===== config.mk =====
export PLATFORM = sky130hd
export DESIGN_NAME = serial_adder
export DESIGN_NICKNAME = d
export VERILOG_FILES = /design/src/rtl/adder_pkg.sv /design/src/rtl/ripple_slice.sv /design/src/rtl/serial_adder.sv
export SDC_FILE = /design/constraint.sdc
export NUM_CORES = 1
export LEC_CHECK = 0
export BUFFER_PORTS_ARGS = -buffer_cell sky130_fd_sc_hd__buf_2
export CAP_MARGIN = 20
export CORE_MARGIN = 4
export CORE_UTILIZATION = 58
export DETAILED_ROUTE_END_ITERATION = 6
export PLACE_DENSITY = 0.84
export SLEW_MARGIN = 20
export SYNTH_ARGS = -nofsm -noshare
export SYNTH_HDL_FRONTEND = slang
export SYNTH_SLANG_ARGS = --single-unit

===== constraint.sdc =====
create_clock -name clk -period 4 [get_ports clk]
set_clock_uncertainty 0.2 [all_clocks]
set_input_delay 0.2 -clock clk [delete_from_list [all_inputs] [get_ports clk]]
set_output_delay 0.2 -clock clk [all_outputs]
set_load 0.005 [all_outputs]

===== src/rtl/adder_pkg.sv =====
// Shared types and helpers for the digit-serial adder.
// Holds the FSM state type, sizing functions and the full-adder cell.
package adder_pkg;

  typedef enum logic [1:0] {
    IDLE = 2'd0,
    RUN  = 2'd1,
    DONE = 2'd2
  } state_e;

  function automatic int num_digits(input int width, input int digit);
    return width / digit;
  endfunction

  function automatic int cnt_width(input int width, input int digit);
    int n;
    n = width / digit;
    return (n > 1) ? $clog2(n) : 1;
  endfunction

  // Full-adder cell: returns {carry_out, sum}.
  function automatic logic [1:0] full_add(
    input logic x,
    input logic y,
    input logic ci
  );
    return {(x & y) | (ci & (x ^ y)), x ^ y ^ ci};
  endfunction

endpackage


===== src/rtl/ripple_slice.sv =====
// Combinational DIGIT-bit ripple adder built from full-adder cells.
// c_msb is the carry into the top bit, for signed overflow detection.
module ripple_slice
  import adder_pkg::*;
#(
  parameter int DIGIT = 4
) (
  input  logic [DIGIT-1:0] a,
  input  logic [DIGIT-1:0] b,
  input  logic             cin,
  output logic [DIGIT-1:0] s,
  output logic             cout,
  output logic             c_msb
);

  logic [DIGIT:0] c;

  assign c[0] = cin;

  for (genvar i = 0; i < DIGIT; i++) begin : g_fa
    assign {c[i+1], s[i]} = full_add(a[i], b[i], c[i]);
  end

  assign cout  = c[DIGIT];
  assign c_msb = c[DIGIT-1];

endmodule


===== src/rtl/serial_adder.sv =====
// Digit-serial adder: DIGIT bits per clock, LS digit first,
// registered carry, start/ready/valid handshake.
module serial_adder
  import adder_pkg::*;
#(
  parameter int WIDTH = 16,
  parameter int DIGIT = 4
) (
  input  logic             clk,
  input  logic             rst,
  input  logic             start,
  input  logic [WIDTH-1:0] a,
  input  logic [WIDTH-1:0] b,
  input  logic             cin,
  output logic             ready,
  output logic             valid,
  output logic [WIDTH-1:0] sum,
  output logic             cout,
  output logic             overflow
);

  localparam int N  = num_digits(WIDTH, DIGIT);
  localparam int CW = cnt_width(WIDTH, DIGIT);
  localparam logic [CW-1:0] LAST = CW'(N - 1);

  if (WIDTH % DIGIT != 0) begin : g_bad_digit
    $error("serial_adder: WIDTH must be a multiple of DIGIT");
  end

  state_e           state_q, state_d;
  logic [WIDTH-1:0] a_q, a_d;
  logic [WIDTH-1:0] b_q, b_d;
  logic             carry_q, carry_d;
  logic [CW-1:0]    cnt_q, cnt_d;
  logic [WIDTH-1:0] sum_q, sum_d;
  logic             cout_q, cout_d;
  logic             ovf_q, ovf_d;

  logic [DIGIT-1:0]       s_dig;
  logic                   c_dig;
  logic                   c_msb;
  logic [WIDTH+DIGIT-1:0] sum_ext;

  ripple_slice #(
    .DIGIT(DIGIT)
  ) u_slice (
    .a    (a_q[DIGIT-1:0]),
    .b    (b_q[DIGIT-1:0]),
    .cin  (carry_q),
    .s    (s_dig),
    .cout (c_dig),
    .c_msb(c_msb)
  );

  // New digit enters at the top; after N shifts it sits LS-first.
  assign sum_ext = {s_dig, sum_q};

  always_comb begin
    state_d = state_q;
    a_d     = a_q;
    b_d     = b_q;
    carry_d = carry_q;
    cnt_d   = cnt_q;
    sum_d   = sum_q;
    cout_d  = cout_q;
    ovf_d   = ovf_q;
    unique case (state_q)
      IDLE: begin
        if (start) begin
          a_d     = a;
          b_d     = b;
          carry_d = cin;
          cnt_d   = '0;
          state_d = RUN;
        end
      end
      RUN: begin
        a_d     = a_q >> DIGIT;
        b_d     = b_q >> DIGIT;
        carry_d = c_dig;
        sum_d   = sum_ext[WIDTH+DIGIT-1:DIGIT];
        if (cnt_q == LAST) begin
          cout_d  = c_dig;
          ovf_d   = c_dig ^ c_msb;
          state_d = DONE;
        end else begin
          cnt_d = cnt_q + 1'b1;
        end
      end
      DONE: begin
        state_d = IDLE;
      end
      default: begin
        state_d = IDLE;
      end
    endcase
  end

  always_ff @(posedge clk or posedge rst) begin
    if (rst) begin
      state_q <= IDLE;
      a_q     <= '0;
      b_q     <= '0;
      carry_q <= 1'b0;
      cnt_q   <= '0;
      sum_q   <= '0;
      cout_q  <= 1'b0;
      ovf_q   <= 1'b0;
    end else begin
      state_q <= state_d;
      a_q     <= a_d;
      b_q     <= b_d;
      carry_q <= carry_d;
      cnt_q   <= cnt_d;
      sum_q   <= sum_d;
      cout_q  <= cout_d;
      ovf_q   <= ovf_d;
    end
  end

  assign ready    = (state_q == IDLE);
  assign valid    = (state_q == DONE);
  assign sum      = sum_q;
  assign cout     = cout_q;
  assign overflow = ovf_q;

endmodule


# == Yosys cells after proc, flatten, opt, wreduce, memory -nomap -nowiden ==
# Cells that the tools add are included.
# op_classes
n_addsub,1
eq_ne,6
bitwise_logic,21
n_reduce_logical,6
mux,12
# ops
operator,n
$pmux W16 S2,2
$mux W16,2
$xor A1 B1 Y1,9
$and A1 B1 Y1,8
$mux W2,4
$pmux W2 S2,2
$ne A2 B2 Y1 const B,3
$reduce_and A2 Y1,3
$eq A2 B2 Y1 const B,2
$or A1 B1 Y1,4
$reduce_and A3 Y1,1
$add A2 B1 Y2 const B,1
$eq A2 B1 Y1 const B,1
$logic_not A2 Y1,1
$pmux W1 S2,1
$reduce_bool A2 Y1,1
$mux W1,1
# totals
in_bits,36
ff_bits,55
elab_cells,54
output_inout_bits,20

# == Depth between registers and ports, before layout ==
# logic_depth
depth_word,10
ltp_mapped,9

# == Hierarchy ==
# A second synthesis with hierarchy kept.
# hier_totals
cells_unflattened,274
area_unflattened_um2,2598.7
# by_module_without_submodules
mod,seq_area_each_um2,instances,area_per_inst_um2,cells_each
serial_adder,1376.3,1,2481.1,260
ripple_slice,0.0,1,117.6,14

# == Worst setup path after synthesis ==
# No wires, ideal clock.
# synth_timing
path_kind,reg-to-reg
start,register a_q[0]
end,"register ovf_q, in the netlist overflow"
path_slack_ps,1659
path_stages_with_launch,10
n_path_buf,0
t_arrival_ps,2016
cell_sequence,dfrtp_1 > inv_1 > fa_1 > inv_1 > fa_1 > fa_1 > inv_1 > fa_1 > xnor2_1 > mux2_2
# synth_between
elab_chain_cells,10
word_cells_on_any_way,11
classes_between,bitwise: 11
# synth_lines
item,line,rtl
"start, declared",serial_adder.sv:31,"logic [WIDTH-1:0] a_q, a_d;"
"start signal, assigned",serial_adder.sv:102,a_q <= '0;
"start signal, assigned",serial_adder.sv:111,a_q <= a_d;
$xor A1 B1 Y1,adder_pkg.sv:27,"return {(x & y) | (ci & (x ^ y)), x ^ y ^ ci};"
$and A1 B1 Y1,adder_pkg.sv:27,
$or A1 B1 Y1 (*),adder_pkg.sv:27,
$and A1 B1 Y1 (*),adder_pkg.sv:27,
$or A1 B1 Y1 (*),adder_pkg.sv:27,
$and A1 B1 Y1 (*),adder_pkg.sv:27,
$or A1 B1 Y1 (*),adder_pkg.sv:27,
$and A1 B1 Y1,adder_pkg.sv:27,
$or A1 B1 Y1,adder_pkg.sv:27,
$xor A1 B1 Y1 (*),serial_adder.sv:84,ovf_d = c_dig ^ c_msb;
"end signal, assigned",serial_adder.sv:117,ovf_q <= ovf_d;
"end, declared",serial_adder.sv:37,"logic ovf_q, ovf_d;"
# Mark *: on every way between the ends. The rest lies on a longest branch, timed or not.
# A chain may end at the register's enable or synchronous reset.

# == Final worst setup path ==
# Ends and elaborated chain as after synthesis.

==> results.json <==
{
  "status": "finished, final reports clean",
  "setup-tns-final_ns": 0,
  "syn_nets": 268,
  "report.final.slew_viol_count": 0,
  "grt_pass1_vias": 1902,
  "synth.distinct_cells": 30,
  "r2r-start": "a_q[0]",
  "r2r_cells": 9,
  "drc_errors": 0,
  "wl_per_cell_um": 15.6,
  "routedLengthMet1_um": 2360,
  "pin_count": 56,
  "track_usage": 0.197,
  "h-tree-depth": 2,
  "wl_um": 5210,
  "cts_setup_buffers": 0,
  "fin_crit_sh": 0.628,
  "grt_pass1_wl_um": 8710,
  "cap_violations": 0,
  "synth.avg_cell_area_um2": 11.8,
  "cts_resized": 0,
  "cts_root_buf": "clkbuf_8",
  "num_vias": 1900,
  "worst_slack_ns": 1.49,
  "critical_path_class": "flip-flop to flip-flop",
  "via_per_inst": 5.67,
  "wl_met3_um": 259,
  "final_core_util": 0.707,
  "r2r_end": "overflow",
  "yosysWarningCount": 0,
  "startpoint_type": "flip-flop",
  "dr.pass1.iters": 4,
  "dpl.cell_count": 318,
  "holdPathStages": 3,
  "crit_chain": "inv_1, fa_1, inv_1, fa_1, fa_1, inv_1, fa_1, xnor2_1, mux2_2",
  "clk_latency_ns": 0.30,
  "fin_cells": 335,
  "synth_edf_count": 0,
  "p_per_area_nw_per_um2": 758,
  "syn_to_final_growth_pct": 16.8,
  "post-dp-hpwl_um": 3500,
  "top_layer": "met4",
  "route.met2.wl_um": 2500,
  "cts.sinks": 55,
  "async_flop_share": 1.00,
  "cp-end-kind": "flip-flop",
  "holdWs_ns": 0.0176,
  "synth_area_um2": 2670,
  "pre_cts_ws_ns": 1.51,
  "initial_core_util": 0.605,
  "synth_top_area_cell": "dfrtp_1",
  "port-buffer-count": 55,
  "fmax_mhz": 398,
  "hp-start": "b[2]",
  "antennaDiodeCount": 0,
  "clockBufferDepth": 2,
  "tritoncts": "built",
  "die_y_um": 75.9,
  "synth.top_cell.area_share": 0.515,
  "finalWeightedCongestion": 0.760,
  "antenna_found_initial": 0,
  "grt-ovfl-total": 0,
  "drive_gt1_frac": 0.293,
  "yosys_register_bits": 55,
  "fin_crit_ns": 2.51,
  "regToRegSetupSlack_ns": 1.49,
  "hold_end": "b_q[2]",
  "hold_viol": 0,
  "placementRows": 24,
  "fin_nets": 324,
  "setup_viol": 0,
  "hold_path_class": "primary input to flip-flop",
  "slew_headroom": 0.459,
  "core_area_um2": 4410,
  "dieArea_um2": 5760,
  "synth-main-ff-cell": "dfrtp_1",
  "ir_drop_v": 0.000350,
  "ys_seq_area_frac": 0.515,
  "critPathSlowestCell": "fa_1",
  "critPathArrivalTime_ns": 2.50,
  "p_leak_uw": 0.00147,
  "critPathRequiredTime_ns": 3.99,
  "crit_path_max_fanout": 3,
  "grt_max_degree": 56,
  "multi_input_area_um2": 1070,
  "path_clk_slew_ns": 0.09,
  "fillers": 322,
  "cts_inserted_buffers": 5,
  "drt-initial-drc-count": 79,
  "synthCells": 227,
  "ant_nets": 0,
  "rsz0062_at_grt": "false",
  "final-seq-area_um2": 1380,
  "cpPeakStageDelay_ns": 0.42,
  "worst_pin_slew_ns": 0.809,
  "die_w_um": 75.9,
  "crit_top_cell": "fa_1",
  "synth_area_leaders": "dfrtp_1 52%, nor4b_1 6.6%, nor3b_1 6.5%"
}
[per-layer routing]
metal	vias up	GRT usage
met5	-	0
met4	0	0.0699
met1	928	0.280
li1	918	-
met2	45	0.307
met3	9	0.0317
[cell families (layout without fill, tap and decap cells)]
family / Yosys count / count (layout) / share of synthesized area
AOI/OAI and AO/OA: 37 / 37 / 0.112
xor gates and xnor gates: 1 / 1 / 0.00328
adders and majority gates: 5 / 5 / 0.0347
buffers and inverters: 51 / 107 / 0.0852
DFF: 55 / 55 / 0.515
muxes: 18 / 18 / 0.0745
and+or+nand+nor: 60 / 60 / 0.175
[flip-flops by register name (all words and copies together), names as in the netlist]
name / cells
state_q: 2
b_q: 16
overflow: 1
cnt_q: 2
sum: 16
a_q: 16
cout: 1
carry_q: 1
[cells in the mapped netlist, drive strengths merged, types with 4 or more instances]
cell type / n
nor3b: 23
nor2b: 8
a211oi: 19
buf: 10
fa: 4
clkbuf: 9
dfrtp: 55
nor4b: 20
a22o: 7
mux2: 15
inv: 32
[how the worst max path moves through the flow]
| stage | endpoint | slack (ns) | depth (start not counted) | startpoint |
|---|---|---|---|---|
| 2_1_floorplan | overflow | 1.66 | 9 | a_q[0] |
| 3_3_place_gp | overflow | 1.60 | 9 | a_q[0] |
| 3_5_place_dp | overflow | 1.51 | 9 | a_q[0] |
| 4_1_cts | overflow | 1.50 | 9 | a_q[0] |
| 5_1_grt | overflow | 1.40 | 9 | a_q[0] |
| 6_report | overflow | 1.49 | 9 | a_q[0] |
[metrics by stage]
step	total power [uW]	area (um^2)
finish	2360	3120
global route	2580	3120
CTS	2400	3120
detailed placement	2080	2930
global placement	2020	2930
floorplan	1810	2670
[placed cells by master (no fill, tap or decap)]
master / Yosys / layout
nor2b_1: 7 / 7
a211o_1: 2 / 2
inv_1: 32 / 31
ha_1: 1 / 1
clkbuf_8: 0 / 6
clkinv_2: 0 / 1
xnor2_1: 1 / 1
a211oi_1: 19 / 19
buf_2: 5 / 55
o21bai_2: 0 / 1
dfrtp_1: 55 / 55
fa_1: 4 / 4
nor2_1: 1 / 1
mux2i_1: 3 / 3
nor4bb_1: 1 / 1
o311ai_0: 1 / 1
dlygate4sd3_1: 0 / 10
and3_1: 2 / 2
a22o_1: 7 / 7
nand2_1: 1 / 1
nand4bb_1: 1 / 1
and3b_1: 1 / 1
a222oi_1: 3 / 3
nor4b_1: 20 / 20
nand2b_1: 2 / 2
inv_4: 0 / 1
nor2b_4: 1 / 1
mux2_2: 15 / 15
nor3b_1: 23 / 23
a221oi_1: 3 / 3
a21oi_1: 1 / 1
buf_4: 2 / 3
[final cells by class]
| type | count | share of cell area |
|---|---|---|
| clock inverters | 1 | 0.00160 |
| inverters | 32 | 0.0393 |
| repair buffers | 68 | 0.128 |
| clock buffers | 6 | 0.0265 |
| flip-flops and latches | 55 | 0.441 |
| multi-input cells | 121 | 0.343 |
| well taps | 52 | 0.0209 |
[critical path: cells and delay by family, from the launching register on]
kind	cells	cell delay [ns]
xor+xnor	1	0.15
fa+ha+maj	4	1.24
buf+inv	3	0.22
flops	1	0.33
mux	1	0.26
[power breakdown]
part	switching, uW	internal [uW]	leakage, uW
combinational	513	543	0.000769
sequential	177	829	0.000654
clock	166	136	0.0000470
[timing repair]
item,CTS,global route
hold endpoints to repair,64,0
hold buffers,10,0
endpoints found under the setup margin,0,0
Note: power is estimated with default switching activity, not from simulation.
